<file path="src/rtl/fetch_queue_if.sv">
// Bundles the fetch queue's memory, redirect and decode handshakes.
// The fetch queue uses the master view; memory, execute and decode use the slave view.
interface fetch_queue_if #(
    parameter int DATA_WIDTH = 32
);
    logic                  redirect_valid;
    logic [DATA_WIDTH-1:0] redirect_pc;
    logic                  imem_req_valid;
    logic                  imem_req_ready;
    logic [DATA_WIDTH-1:0] imem_req_addr;
    logic                  imem_resp_valid;
    logic [DATA_WIDTH-1:0] imem_resp_data;
    logic                  inst_valid;
    logic                  inst_ready;
    logic [DATA_WIDTH-1:0] inst_out;
    logic [DATA_WIDTH-1:0] inst_pc;

    modport master (
        input  redirect_valid, redirect_pc, imem_req_ready, imem_resp_valid,
               imem_resp_data, inst_ready,
        output imem_req_valid, imem_req_addr, inst_valid, inst_out, inst_pc
    );

    modport slave (
        output redirect_valid, redirect_pc, imem_req_ready, imem_resp_valid,
               imem_resp_data, inst_ready,
        input  imem_req_valid, imem_req_addr, inst_valid, inst_out, inst_pc
    );
endinterface

</file>
<file path="src/rtl/fetch_queue.sv">
// Instruction fetch queue: credit-limited sequential fetch into a small FIFO,
// with redirect flush and draining of responses to requests that became stale.
module fetch_queue #(
    parameter int                    DATA_WIDTH = 32,
    parameter int                    DEPTH      = 4,
    parameter logic [DATA_WIDTH-1:0] RESET_PC   = '0
) (
    input  logic            clk,
    input  logic            rstn,
    fetch_queue_if.master   bus
);
    localparam int PTR_W = $clog2(DEPTH);
    localparam int CNT_W = PTR_W + 1;

    typedef enum logic {
        FETCH = 1'b0,
        DRAIN = 1'b1
    } state_e;

    typedef struct packed {
        logic [DATA_WIDTH-1:0] pc;
        logic [DATA_WIDTH-1:0] inst;
    } entry_t;

    state_e                state_q, state_d;
    logic [DATA_WIDTH-1:0] fpc_q, fpc_d;
    logic [CNT_W-1:0]      occ_q, occ_d;
    logic [CNT_W-1:0]      out_q, out_d;
    logic [CNT_W-1:0]      drop_q, drop_d;
    logic [PTR_W-1:0]      wr_ptr_q, rd_ptr_q;
    entry_t                fifo_mem [DEPTH];

    logic                  redirect;
    logic                  credit_ok;
    logic                  req_valid;
    logic                  req_fire;
    logic                  resp_push;
    logic                  head_valid;
    logic                  pop;
    logic [DATA_WIDTH-1:0] resp_pc;

    assign redirect  = bus.redirect_valid;
    assign credit_ok = ({1'b0, occ_q} + {1'b0, out_q}) < (CNT_W + 1)'(DEPTH);

    // rstn gates the request so it stays low throughout reset yet rises the
    // moment reset is released.
    assign req_valid  = rstn && (state_q == FETCH) && !redirect && credit_ok;
    assign req_fire   = req_valid && bus.imem_req_ready;
    assign resp_push  = (state_q == FETCH) && !redirect && bus.imem_resp_valid;
    assign head_valid = (occ_q != '0);
    assign pop        = head_valid && !redirect && bus.inst_ready;

    // In-flight requests are consecutive words ending just below fpc, so the
    // oldest one (the one answering now) sits out_cnt words back.
    assign resp_pc = fpc_q - (DATA_WIDTH'(out_q) << 2);

    assign bus.imem_req_valid = req_valid;
    assign bus.imem_req_addr  = fpc_q;
    assign bus.inst_valid     = head_valid && !redirect;
    assign bus.inst_out       = head_valid ? fifo_mem[rd_ptr_q].inst : '0;
    assign bus.inst_pc        = head_valid ? fifo_mem[rd_ptr_q].pc   : '0;

    // NOTE: every variable gets a default before any branch, so no path can leave one unassigned and infer a latch.
    always_comb begin
        state_d = state_q;
        fpc_d   = fpc_q;
        occ_d   = occ_q;
        out_d   = out_q;
        drop_d  = drop_q;
        if (redirect) begin
            // NOTE: blocking assignments here let out_d reuse drop_d within the same evaluation.
            fpc_d   = bus.redirect_pc & ~DATA_WIDTH'(3);
            occ_d   = '0;
            drop_d  = out_q - CNT_W'(bus.imem_resp_valid);
            out_d   = drop_d;
            state_d = (drop_d != '0) ? DRAIN : FETCH;
        end else begin
            case (state_q)
                FETCH: begin
                    if (req_fire) fpc_d = fpc_q + DATA_WIDTH'(4);
                    out_d = out_q + CNT_W'(req_fire) - CNT_W'(resp_push);
                    occ_d = occ_q + CNT_W'(resp_push) - CNT_W'(pop);
                end
                DRAIN: begin
                    if (bus.imem_resp_valid) begin
                        drop_d = drop_q - CNT_W'(1);
                        out_d  = out_q - CNT_W'(1);
                        if (drop_q == CNT_W'(1)) state_d = FETCH;
                    end
                end
                default: state_d = FETCH;
            endcase
        end
    end

    // NOTE: state registers use non-blocking assignments so all of them update from the same pre-edge values.
    always_ff @(posedge clk or negedge rstn) begin
        if (!rstn) begin
            state_q  <= FETCH;
            fpc_q    <= RESET_PC;
            occ_q    <= '0;
            out_q    <= '0;
            drop_q   <= '0;
            wr_ptr_q <= '0;
            rd_ptr_q <= '0;
        end else begin
            state_q <= state_d;
            fpc_q   <= fpc_d;
            occ_q   <= occ_d;
            out_q   <= out_d;
            drop_q  <= drop_d;
            if (redirect) begin
                wr_ptr_q <= '0;
                rd_ptr_q <= '0;
            end else begin
                if (resp_push) wr_ptr_q <= wr_ptr_q + PTR_W'(1);
                if (pop)       rd_ptr_q <= rd_ptr_q + PTR_W'(1);
            end
        end
    end

    // NOTE: FIFO storage has no reset; occ gates every read, so contents of empty slots are never visible.
    always_ff @(posedge clk) begin
        if (resp_push) begin
            fifo_mem[wr_ptr_q] <= '{pc: resp_pc, inst: bus.imem_resp_data};
        end
    end
endmodule

</file>
<file path="src/flat_wrapper.sv">
// flat-port wrapper written by rule: the top's interface ports become plain ports
module fetch_queue_flat 
#(
    parameter int                    DATA_WIDTH = 32,
    parameter int                    DEPTH      = 4,
    parameter logic [DATA_WIDTH-1:0] RESET_PC   = '0
)
  (clk, rstn, bus_redirect_valid, bus_redirect_pc, bus_imem_req_ready, bus_imem_resp_valid, bus_imem_resp_data, bus_inst_ready, bus_imem_req_valid, bus_imem_req_addr, bus_inst_valid, bus_inst_out, bus_inst_pc);
  fetch_queue_if #(.DATA_WIDTH(DATA_WIDTH)) bus_i ();
  input  logic clk;
  input  logic rstn;
  input wire logic [$bits(bus_i.redirect_valid)-1:0] bus_redirect_valid;
  input wire logic [$bits(bus_i.redirect_pc)-1:0] bus_redirect_pc;
  input wire logic [$bits(bus_i.imem_req_ready)-1:0] bus_imem_req_ready;
  input wire logic [$bits(bus_i.imem_resp_valid)-1:0] bus_imem_resp_valid;
  input wire logic [$bits(bus_i.imem_resp_data)-1:0] bus_imem_resp_data;
  input wire logic [$bits(bus_i.inst_ready)-1:0] bus_inst_ready;
  output wire logic [$bits(bus_i.imem_req_valid)-1:0] bus_imem_req_valid;
  output wire logic [$bits(bus_i.imem_req_addr)-1:0] bus_imem_req_addr;
  output wire logic [$bits(bus_i.inst_valid)-1:0] bus_inst_valid;
  output wire logic [$bits(bus_i.inst_out)-1:0] bus_inst_out;
  output wire logic [$bits(bus_i.inst_pc)-1:0] bus_inst_pc;
  assign bus_i.redirect_valid = bus_redirect_valid;
  assign bus_i.redirect_pc = bus_redirect_pc;
  assign bus_i.imem_req_ready = bus_imem_req_ready;
  assign bus_i.imem_resp_valid = bus_imem_resp_valid;
  assign bus_i.imem_resp_data = bus_imem_resp_data;
  assign bus_i.inst_ready = bus_inst_ready;
  assign bus_imem_req_valid = bus_i.imem_req_valid;
  assign bus_imem_req_addr = bus_i.imem_req_addr;
  assign bus_inst_valid = bus_i.inst_valid;
  assign bus_inst_out = bus_i.inst_out;
  assign bus_inst_pc = bus_i.inst_pc;
  fetch_queue #(.DATA_WIDTH(DATA_WIDTH), .DEPTH(DEPTH), .RESET_PC(RESET_PC)) u_core (.clk(clk), .rstn(rstn), .bus(bus_i));
endmodule
</file>
<file path="config.mk">
export PLATFORM = sky130hd
export DESIGN_NAME = fetch_queue_flat
export DESIGN_NICKNAME = d
export VERILOG_FILES = /design/src/rtl/fetch_queue_if.sv /design/src/rtl/fetch_queue.sv /design/src/flat_wrapper.sv
export SDC_FILE = /design/constraint.sdc
export NUM_CORES = 1
export LEC_CHECK = 0
export ABC_AREA = 1
export BUFFER_PORTS_ARGS = -buffer_cell sky130_fd_sc_hd__buf_2
export CORE_ASPECT_RATIO = 0.9
export CORE_MARGIN = 4
export CORE_UTILIZATION = 60
export DETAILED_ROUTE_END_ITERATION = 10
export PLACE_DENSITY = 0.85
export SLEW_MARGIN = 0
export SYNTH_ARGS = -nofsm -noshare
export SYNTH_HDL_FRONTEND = slang
export SYNTH_SLANG_ARGS = --single-unit
</file>
<file path="constraint.sdc">
create_clock -name clk -period 9.07 [get_ports clk]
set_input_delay 1.3605 -clock clk [delete_from_list [all_inputs] [get_ports clk]]
set_output_delay 1.3605 -clock clk [all_outputs]
set_load 0.005 [all_outputs]
</file>
### Yosys cells after proc, flatten, opt, wreduce, memory -nomap -nowiden

Memories as Yosys holds them, arrays and structs flattened.
Cells that the tools add are included.

| word-level totals | value |
|---|---|
| flip-flop bits (word level) | 46 |
| RAM bits | 256 |
| output and inout port bits | 98 |
| word-level logic and storage cells | 67 |
| memories kept | 1 |

Memories:

| name | depth | bits a word | read ports | clocked after memory_dff | wr ports | line | source |
|---|---|---|---|---|---|---|---|
| u_core.fifo_mem | 4 | 64 | 1 | 0 | 1 | fetch_queue.sv:31 | `entry_t fifo_mem [DEPTH];` |

| cells by class | value |
|---|---|
| eq/ne operators | 3 |
| reduce and logical (&&, ||, !) cells | 18 |
| add/sub/neg operators | 12 |
| magnitude comparators | 1 |
| mux-type cells | 24 |
| bitwise gates (word level) | 1 |

Operator list:

| kind | number |
|---|---|
| $mux W32 | 5 |
| $add A32 B3 Y32 const B | 1 |
| $sub A32 B5 Y32 | 1 |
| $mux W3 | 7 |
| $reduce_bool A2 Y1 | 5 |
| $sub A3 B1 Y3 | 3 |
| $logic_and A1 B1 Y1 | 8 |
| $mux W2 | 4 |
| $mux W1 | 7 |
| $add A3 B1 Y3 | 2 |
| $pmux W3 S2 | 1 |
| $reduce_bool A3 Y1 | 2 |
| $sub A3 B1 Y3 const B | 2 |
| $add A2 B1 Y2 const B | 2 |
| $add A3 B3 Y4 | 1 |
| $lt A4 B3 Y1 const B | 1 |
| $reduce_and A2 Y1 | 2 |
| $eq A3 B1 Y1 const B | 1 |
| $ne A3 B3 Y1 const B | 1 |
| $ne A2 B2 Y1 const B | 1 |
| $logic_not A1 Y1 | 1 |
| $not A1 Y1 | 1 |

### Depth between registers and ports, before layout

| logic depth | value |
|---|---|
| word-level depth | 9 |
| mapped depth | 17 |

### Worst setup path after synthesis

OpenSTA, ideal clock, no wires.

| path | value |
|---|---|
| kind | input -> register |
| start | input bus_redirect_valid |
| end | memory u_core.fifo_mem[0][0] (netlist name) (enable) |
| stages on the path | 5 |
| setup slack | 4,073 ps |
| data required time | 8,588 ps |
| data arrival time | 4,515 ps |
| cells stage by stage | nor2_4 > inv_1 > nor2_1 > inv_1 > nor2_1 |

| on the way | value |
|---|---|
| cells in the longest elaborated chain, start to end | 5 |

Ends and longest elaborated chain:

| element | line | source |
|---|---|---|
| start, declared | flat_wrapper.sv:12 | `input wire logic [$bits(bus_i.redirect_valid)-1:0] bus_redirect_valid;` |
| $logic_not A1 Y1 | fetch_queue.sv:49 | `assign resp_push = (state_q == FETCH) && !redirect && bus.imem_resp_valid;` |
| $logic_and A1 B1 Y1 (2 in a row) | fetch_queue.sv:49 |  |
| $mux W1 | fetch_queue.sv:124 | `if (resp_push) begin` |
| $mux W1 (implied by the code) | fetch_queue.sv:125 | `fifo_mem[wr_ptr_q] <= '{pc: resp_pc, inst: bus.imem_resp_data};` |
| end, declared | fetch_queue.sv:31 |  |

Every way passes these cells.

### Final worst setup path

| path | value |
|---|---|
| start | register u_core.rd_ptr_q[1] |
| end | output bus_inst_pc[17] |

| on the way | value |
|---|---|
| cells in the longest elaborated chain, start to end | 2 |

Ends and longest elaborated chain:

| element | line | source |
|---|---|---|
| start, declared | fetch_queue.sv:30 | `logic [PTR_W-1:0] wr_ptr_q, rd_ptr_q;` |
| start signal, assigned | fetch_queue.sv:117 | `if (pop) rd_ptr_q <= rd_ptr_q + PTR_W'(1);` |
| $mem_v2 Z4 W64 | - |  |
| $mux W32 | fetch_queue.sv:61 | `assign bus.inst_pc = head_valid ? fifo_mem[rd_ptr_q].pc : '0;` |
| end, declared | flat_wrapper.sv:22 | `output wire logic [$bits(bus_i.inst_pc)-1:0] bus_inst_pc;` |

Every way passes these cells.

==> results_dict.tcl <==
set metrics [dict create \
    outcome "finished, final reports clean" \
    tns_ps 0 \
    synth_area_per_cell_um2 9.72 \
    clkTransAtPathRegs_ps 60 \
    grt_pass1_vias 10026 \
    wl_per_cell_um 17.0 \
    drt-total-wl_mm 31.6 \
    clockBufferDepth 3 \
    ys_types 38 \
    antenna_cells 0 \
    rows 52 \
    drt_iter0_markers 1142 \
    period_needed_ps 4550 \
    synth_area_um2 13700 \
    drc_errors 0 \
    firstDrtPassIters 6 \
    io_buffer_count 161 \
    hold_class "flop to flop" \
    synth_seq_area_share_pct 62.2 \
    ios 168 \
    antenna_found_initial 0 \
    nNetsFinal 1634 \
    synthFlopType "edfxtp_1" \
    antenna_left 0 \
    post-place-cells 1809 \
    cts_hold_buf 0 \
    holdWs_ps 600 \
    initial_core_util_pct 61.0 \
    grt_max_degree 113 \
    finalCritPeriodShare_pct 50.2 \
    cp_max_fo 63 \
    cp.required_ps 7710 \
    setup.worst_path.end_class "output port" \
    relSlewSlack_pct 21.2 \
    cts_tree "built" \
    cts_sinks 292 \
    p_leak_nw 6.28 \
    rsz0062_at_grt "false" \
    finalSetupViolations 0 \
    worst_slew_pin_slew_ps 1180 \
    use_met3_pct 3.61 \
    drive_above_1_share_pct 16.1 \
    grt_pass1_wl_mm 49.9 \
    synthToLayoutAreaGrowth_pct 13.7 \
    cts_buffers 28 \
    finalMaxSlewViolations 0 \
    vias 10391 \
    cp_data_arrival_time_ps 3190 \
    p_per_area_nw_per_um2 215 \
    overflow 0 \
    cp-start-kind "flop" \
    final_cell_count_no_fill 1860 \
    cts_resized 0 \
    cts_setup_buffers 0 \
    ir_worst_vdd_v 0.000130 \
    final.setup_skew_ps 12.2 \
    use_met1_pct 32.5 \
    die_y_um 152 \
    met2_usage_pct 42.2 \
    synth-edff-count 248 \
    vias_per_cell 5.59 \
    core-area_um2 22500 \
    synthArstFlopShare_pct 15.1 \
    fmaxAchievable_mhz 220 \
    place_hpwl_mm 19.2 \
    grtUsageTotal_pct 24.4 \
    synth-seq-cells 292 \
    cts_root_buf "clkbuf_16" \
    clk_latency_ps 540 \
    gp_congestion 0.868 \
    fp.dieW_um 168 \
    ys_warn_count 0 \
    cap_violations 0 \
    dieArea_um2 25400 \
    syn-instance-count 1414 \
    timing.final.hold_violations 0 \
    cts_max_level 1 \
    grt.busiest_layer "met2" \
    crit_type "flop to output port" \
]
[critical path: stages (launching register included)]
cell	delay, ps
dfrtp_2	340
buf_4	620
inv_2	430
buf_4	420
nor2_1	180
o21ai_0	140
a21oi_1	310
buf_2	170
[final timing paths]
| check | depth (start not counted) | startpoint | to | slack (ps) |
|---|---|---|---|---|
| worst max-delay path | 7 | u_core.rd_ptr_q[1]$_DFFE_PN0P_ | bus_inst_pc[17] | 4520 |
| worst min-delay path | 2 | u_core.drop_q[2]$_DFFE_PN0P_ | u_core.drop_q[2]$_DFFE_PN0P_ | 600 |
| worst max register to register | 6 | u_core.state_q$_DFF_PN0_ | u_core.fifo_mem[2][57]$_DFFE_PP_ | 6540 |
| worst min register to register | 2 | u_core.drop_q[2]$_DFFE_PN0P_ | u_core.drop_q[2]$_DFFE_PN0P_ | 600 |
| max in group asynchronous | 2 | rstn | u_core.rd_ptr_q[0]$_DFFE_PN0P_ | 7680 |
| min in group asynchronous | 2 | rstn | u_core.drop_q[1]$_DFFE_PN0P_ | 920 |
[sequential cells by signal, indices dropped and copies added, names as in the netlist]
name / flops
u_core.occ_q: 3
u_core.state_q: 1
u_core.bus.imem_req_addr: 30
u_core.wr_ptr_q: 2
u_core.out_q: 3
u_core.fifo_mem: 248
u_core.drop_q: 3
u_core.rd_ptr_q: 2
[final cells by class]
type / instances / area, um^2
Clock buffer: 33 / 719
Timing Repair Buffer: 171 / 881
Clock inverter: 18 / 228
Sequential cell: 292 / 8550
Fill cell: 1687 / 6890
Multi-Input combinational cell: 966 / 4560
Tap cell: 297 / 372
Inverter: 83 / 314
[per-stage QoR]
stage	cell area, um^2	worst slack, ps	power, mW	util, %
3_3_place_gp	14700	5170	2.16	65.2
6_report	15600	4520	3.36	69.4
2_1_floorplan	13700	4070	2.01	-
3_5_place_dp	14700	5140	2.19	65.2
5_1_grt	15600	4300	3.52	69.4
4_1_cts	15600	4480	3.37	69.4
[logic make-up after synthesis]
family,after synthesis,synth area share (%)
xor+xnor,30,1.91
fa+ha+maj,22,2.17
buf+inv,159,4.89
simple gates,661,19.5
other cells,1,0.0273
flops,292,62.2
compound gates,247,9.14
mux,2,0.146
[power breakdown]
group	leakage, nW	internal, mW	switching (mW)
combinational	3.04	0.174	0.341
clock	0.471	0.711	0.482
sequential	2.76	1.58	0.0794
total	6.28	2.46	0.902
[synth_stat cells, types with 6 or more instances]
| cell type | count | share of area, % |
|---|---|---|
| or2_2 | 6 | 0.27 |
| xor2_1 | 22 | 1.4 |
| nor2_2 | 8 | 0.36 |
| nor2_1 | 363 | 9.9 |
| nand3_1 | 51 | 1.9 |
| xnor2_1 | 8 | 0.51 |
| buf_1 | 13 | 0.36 |
| dfrtp_1 | 44 | 8.0 |
| clkbuf_1 | 27 | 0.74 |
| nand2_1 | 208 | 5.7 |
| o21ai_0 | 160 | 5.8 |
| ha_1 | 19 | 1.7 |
| a21oi_1 | 76 | 2.8 |
| buf_4 | 6 | 0.33 |
| edfxtp_1 | 248 | 54 |
| buf_2 | 28 | 1.0 |
| inv_1 | 77 | 2.1 |
[layer usage]
layer,wire length (um),up-vias
li1,-,4989
met3,2800,70
met2,15400,484
met1,12500,4848
met4,849,0
met5,0,-
[layout by cell type, fill, tap and decap left out, types with 6 or more instances in the layout]
cell type	n
nand2_1	208
edfxtp_1	248
ha_1	19
nor2_1	359
nor2_4	9
buf_4	10
xnor2_1	8
dfrtp_1	42
xor2_1	22
inv_1	77
nand3_1	51
clkbuf_16	28
o21ai_0	160
nor2_2	8
clkinv_2	9
buf_2	161
or2_2	6
a21oi_1	76
No activity file was read; power rests on OpenSTA's default activity.
